**src/rtl/wb_arbiter2.sv**
```systemverilog
// Two-master Wishbone classic arbiter with round-robin tie breaking and a
// per-transfer ack timeout. Arbitration is registered; the granted master's
// request is then passed straight through to the shared slave.
//
// Ports:
//   clk, rst               rising-edge clock, synchronous active-high reset
//   m0_* / m1_*            master request inputs (adr, dat, we, sel, stb, cyc)
//                          and response outputs (dat, ack, err)
//   s_*                    shared slave request outputs and response inputs
//   grant_o                one-hot owner: bit0 = m0, bit1 = m1, 00 = idle
module wb_arbiter2 #(
    parameter int TIMEOUT = 255
) (
    input  logic        clk,
    input  logic        rst,

    input  logic [31:0] m0_adr_i,
    input  logic [31:0] m0_dat_i,
    input  logic        m0_we_i,
    input  logic [3:0]  m0_sel_i,
    input  logic        m0_stb_i,
    input  logic        m0_cyc_i,
    output logic [31:0] m0_dat_o,
    output logic        m0_ack_o,
    output logic        m0_err_o,

    input  logic [31:0] m1_adr_i,
    input  logic [31:0] m1_dat_i,
    input  logic        m1_we_i,
    input  logic [3:0]  m1_sel_i,
    input  logic        m1_stb_i,
    input  logic        m1_cyc_i,
    output logic [31:0] m1_dat_o,
    output logic        m1_ack_o,
    output logic        m1_err_o,

    output logic [31:0] s_adr_o,
    output logic [31:0] s_dat_o,
    output logic        s_we_o,
    output logic [3:0]  s_sel_o,
    output logic        s_stb_o,
    output logic        s_cyc_o,
    input  logic [31:0] s_dat_i,
    input  logic        s_ack_i,

    output logic [1:0]  grant_o
);

    typedef enum logic [1:0] {
        IDLE  = 2'd0,
        BUSY0 = 2'd1,
        BUSY1 = 2'd2
    } state_t;

    // Counter value on which an unacked strobe is aborted.
    localparam logic [7:0] TO_LAST = 8'(TIMEOUT - 1);

    state_t      state;
    logic        last;
    logic [7:0]  cnt;
    logic [1:0]  grant_q;

    logic        sel0;
    logic        sel1;
    logic        busy;

    logic [31:0] req_adr;
    logic [31:0] req_dat;
    logic        req_we;
    logic [3:0]  req_sel;
    logic        req_stb;
    logic        req_cyc;

    logic        timeout_hit;
    logic        abort;
    logic        ack_gate;
    logic        err_gate;

    assign sel0 = (state == BUSY0);
    assign sel1 = (state == BUSY1);
    assign busy = sel0 | sel1;

    // Request of the current owner; all zero while idle.
    always_comb begin
        req_adr = '0;
        req_dat = '0;
        req_we  = 1'b0;
        req_sel = '0;
        req_stb = 1'b0;
        req_cyc = 1'b0;
        unique case (1'b1)
            sel0: begin
                req_adr = m0_adr_i;
                req_dat = m0_dat_i;
                req_we  = m0_we_i;
                req_sel = m0_sel_i;
                req_stb = m0_stb_i;
                req_cyc = m0_cyc_i;
            end
            sel1: begin
                req_adr = m1_adr_i;
                req_dat = m1_dat_i;
                req_we  = m1_we_i;
                req_sel = m1_sel_i;
                req_stb = m1_stb_i;
                req_cyc = m1_cyc_i;
            end
            default: ;
        endcase
    end

    // A same-cycle ack always beats the timeout.
    assign timeout_hit = busy & req_stb & ~s_ack_i & (cnt == TO_LAST);

    // Reset kills the bus cycle and every response in the same cycle.
    assign abort    = timeout_hit | rst;
    assign ack_gate = s_ack_i & ~rst;
    assign err_gate = timeout_hit & ~rst;

    assign s_adr_o = req_adr;
    assign s_dat_o = req_dat;
    assign s_we_o  = req_we;
    assign s_sel_o = req_sel;
    assign s_stb_o = req_stb & ~abort;
    assign s_cyc_o = req_cyc & ~abort;

    assign m0_dat_o = s_dat_i;
    assign m1_dat_o = s_dat_i;

    assign m0_ack_o = sel0 & ack_gate;
    assign m1_ack_o = sel1 & ack_gate;
    assign m0_err_o = sel0 & err_gate;
    assign m1_err_o = sel1 & err_gate;

    assign grant_o = grant_q;

    always_ff @(posedge clk) begin
        if (rst) begin
            state   <= IDLE;
            last    <= 1'b1;
            cnt     <= '0;
            grant_q <= 2'b00;
        end else begin
            unique case (state)
                IDLE: begin
                    cnt <= '0;
                    // m0 wins when alone, or on a tie after m1 was served.
                    if (m0_cyc_i && (!m1_cyc_i || last)) begin
                        state   <= BUSY0;
                        last    <= 1'b0;
                        grant_q <= 2'b01;
                    end else if (m1_cyc_i) begin
                        state   <= BUSY1;
                        last    <= 1'b1;
                        grant_q <= 2'b10;
                    end
                end
                BUSY0, BUSY1: begin
                    if (timeout_hit || !req_cyc) begin
                        state   <= IDLE;
                        grant_q <= 2'b00;
                        cnt     <= '0;
                    end else if (req_stb && !s_ack_i) begin
                        cnt <= cnt + 8'd1;
                    end else begin
                        cnt <= '0;
                    end
                end
                default: begin
                    state   <= IDLE;
                    grant_q <= 2'b00;
                    cnt     <= '0;
                end
            endcase
        end
    end

endmodule

```
**config.mk**
```make
export PLATFORM = sky130hd
export DESIGN_NAME = wb_arbiter2
export DESIGN_NICKNAME = d
export VERILOG_FILES = /design/src/rtl/wb_arbiter2.sv
export SDC_FILE = /design/constraint.sdc
export NUM_CORES = 1
export LEC_CHECK = 0
export ABC_AREA = 1
export BUFFER_PORTS_ARGS = -buffer_cell sky130_fd_sc_hd__buf_2
export CORE_AREA = 2 2 123 125
export DETAILED_ROUTE_END_ITERATION = 7
export DIE_AREA = 0 0 125 127
export HOLD_SLACK_MARGIN = 0.08
export PLACE_DENSITY = 0.55
export SLEW_MARGIN = 5
export SYNTH_ARGS = -nofsm -noshare
export SYNTH_HDL_FRONTEND = slang
export SYNTH_SLANG_ARGS = --single-unit
```
**constraint.sdc**
```tcl
create_clock -name clk -period 1.7 [get_ports clk]
set_input_delay 0.085 -clock clk [delete_from_list [all_inputs] [get_ports clk]]
set_output_delay 0.085 -clock clk [all_outputs]
set_load 0.03 [all_outputs]
```
==> results.json <==
{
  "status": "finished with violations",
  "failed_checks": "negative setup slack",
  "place_inst": 704,
  "critPathTopFamily": "buffers and inverters",
  "finalNonFillerCells": 719,
  "slowest_delay_ns": 0.36,
  "start_util_pct": 14.5,
  "max-vdd-ir-drop_uv": 537,
  "grt_usage_pct": 10.7,
  "synth_nets": 561,
  "yosysMostFrequentCell": "nand2_1",
  "power_mw": 1.95,
  "cts_hold_buf": 0,
  "rows": 44,
  "r2r_slack_ns": 0.08,
  "fin_setup_tns_ns": -0.0506,
  "area_growth_pct": 73.8,
  "cts_tree": "built",
  "routed_wl_um": 10600,
  "ys.flop_type": "dfxtp_1",
  "ys_ff_latch": 11,
  "initialDrtViolationCount": 98,
  "die_height_um": 127,
  "regToRegStartpoint": "grant_o[1]$_SDFFE_PP0P_",
  "synth_common_cells": "nand2_1 (149), a21oi_1 (71), buf_4 (66)",
  "htree_levels": 1,
  "die_area_sq_mm": 0.0159,
  "ys_top_cells_by_area": "nand2_1 (27%), buf_4 (24%), a21oi_1 (17%)",
  "finalClockSkew_ns": 0.00120,
  "cp-end-kind": "primary output",
  "grt_start_max_net_pins": 36,
  "fin_crit_sh_pct": 102,
  "clock_sinks": 11,
  "finalHoldViolations": 0,
  "synth_top_area_share_pct": 26.7,
  "layout_setup_ws_ns": -0.0268,
  "routedWlPerCell_um": 14.8,
  "drv_slew": 0,
  "num-fill-cells": 1612,
  "gp_congestion": 0.776,
  "port_buffers": 221,
  "antenna_left": 0,
  "antenna_cells": 0,
  "synth_edf_count": 0,
  "syn_area_sq_mm": 0.00210,
  "cap_violations": 0,
  "finalHoldWorstSlack_ns": 0.159,
  "yosysTopAreaCell": "nand2_1",
  "io_pins": 318,
  "worstMarginPinSlew_ns": 0.249,
  "via_count": 2942,
  "drive_gt1_share_pct": 55.5,
  "cellPowerDensity_mw_per_mm2": 534,
  "postSynthAreaPerCell_sq_um": 5.54,
  "grt_pass1_wl_um": 13800,
  "coreArea_sq_mm": 0.0144,
  "critPathKind": "flop to primary output",
  "required_ns": 1.62,
  "setup_viol": 4,
  "critical_path_arrival_ns": 1.64,
  "crit_end": "m1_ack_o",
  "startpoint": "grant_o[0]$_SDFFE_PP0P_",
  "yosysWarnings": 0,
  "critPathMaxFanout": 34,
  "postLayoutCoreUtil_pct": 25.3,
  "dr.pass1.iters": 4,
  "grt.overflow.total": 0,
  "clockBufferDepth": 2,
  "crit_slowest_cell": "dfxtp_4",
  "crit_buf_inv": 4,
  "r2r-end": "grant_o[1]$_SDFFE_PP0P_",
  "reg2reg_depth": 11,
  "synth_cell_type_count": 24,
  "finalCriticalPeriod_ns": 1.73,
  "hold_class": "primary input to flop",
  "clk_latency_ns": 0.24,
  "relSlewSlack_pct": 83.2,
  "critPathLaunchType": "flop",
  "yosysSeqAreaShare_pct": 10.5,
  "post-route-drc-count": 0,
  "cp_num_cells": 6,
  "grt_pass1_vias": 2593,
  "synthArstFlopShare_pct": 0,
  "hpwl_um": 7680,
  "drt-vias-per-instance": 4.09,
  "clk_pin_slew_ns": 0.04,
  "antenna_found_initial": 1,
  "nNetsFinal": 718,
  "cts-root-buf": "clkbuf_16",
  "synth_cells": 379,
  "cp_cell_sequence": "inv_4, ha_4, buf_6, inv_1, nor3_2, buf_2",
  "rsz0062_at_grt": "true",
  "max_freq_ghz": 0.579,
  "die_x_um": 125,
  "numCtsBuffers": 3,
  "leakagePower_nw": 1.60
}
layout make-up:
| type | count | area [sq um] | area share [%] |
|---|---|---|---|
| inverters | 12 | 47.5 | 1.30 |
| multi-input cells | 269 | 1460 | 40.1 |
| flip-flops and latches | 11 | 228 | 6.25 |
| clock buffers | 4 | 78.8 | 2.16 |
| repair buffers | 239 | 1600 | 43.9 |
| well taps | 184 | 230 | 6.31 |
cell usage in the layout, fill, tap and decap left out, types with 2 or more instances in the layout:
cell type	n
nand2_1	147
buf_12	6
clkbuf_4	3
a21oi_1	42
clkbuf_16	7
nor3_2	2
buf_2	151
inv_2	2
o21ai_0	2
buf_4	66
dfxtp_4	2
a21oi_2	29
dfxtp_1	9
nor2_4	3
xor2_1	4
nand3_1	6
nor2_1	13
inv_1	9
xnor2_1	2
ha_4	3
nand2_2	6
buf_6	8
repair_timing:
action                                  CTS  global route
endpoints found under the setup margin   68            81
pin swaps                                 7             7
resized for setup                        45           101
cloned                                    1             4
setup buffers                             6             1
logic make-up (layout without fill, tap and decap cells):
logic type / after synthesis / count (layout) / synth area share, %
AOI/OAI and AO/OA: 76 / 76 / 19.0
xor gates and xnor gates: 6 / 6 / 2.50
adders and majority gates: 5 / 5 / 2.98
buffers and inverters: 99 / 255 / 29.6
DFF: 11 / 11 / 10.5
and+or+nand+nor: 182 / 182 / 35.4
state kept, by name, indices dropped and copies added, names as in the netlist:
name,flops
last,1
cnt,8
grant_o,2
how the worst min path moves through the flow:
stage	startpoint	to	depth (start not counted)
3_5_place_dp	s_dat_i[25]	m1_dat_o[25]	0
5_1_grt	s_dat_i[17]	m1_dat_o[17]	0
2_1_floorplan	rst	grant_o[0]$_SDFFE_PP0P_	1
4_1_cts	rst	grant_o[0]$_SDFFE_PP0P_	2
6_report	rst	grant_o[0]$_SDFFE_PP0P_	2
3_3_place_gp	s_dat_i[25]	m1_dat_o[25]	0
power by group:
group	total, mW	switching, mW	leakage (nW)	internal, mW
combinational	1.24	0.744	1.47	0.498
sequential	0.279	0.0109	0.0906	0.269
clock	0.426	0.111	0.0382	0.314
total	1.95	0.866	1.60	1.08
per-layer routing:
layer  routed length [um]  track usage [%]  vias to the layer above  part of all wire, %
met1                 4000             12.1                     1276                   38
met2                 5280             18.5                      199                   50
met3                 1150             4.86                       18                   11
met4                  183             2.42                        2                  1.7
met5                   13                0                        -                 0.12
li1                     -                -                     1447                    -
stage by stage:
stage          area [sq um]  worst slack (ns)
3_3_place_gp           3040            0.0689
4_1_cts                3350           -0.0435
3_5_place_dp           3040            0.0350
2_1_floorplan          2160           -0.0314
5_1_grt                3650            -0.124
6_report               3650           -0.0268
worst register-to-register path: stages, from the launching register on:
cell and delay [ns]:
dfxtp_4 0.36, inv_2 0.09, ha_4 0.14, nand2_1 0.06, nand2_2 0.09, nand3_4 0.08, buf_6 0.14, o21ai_4 0.19
buf_4 0.15, nand2_1 0.07, nand2_1 0.07, a21oi_1 0.06
(Power assumes the default switching activity.)
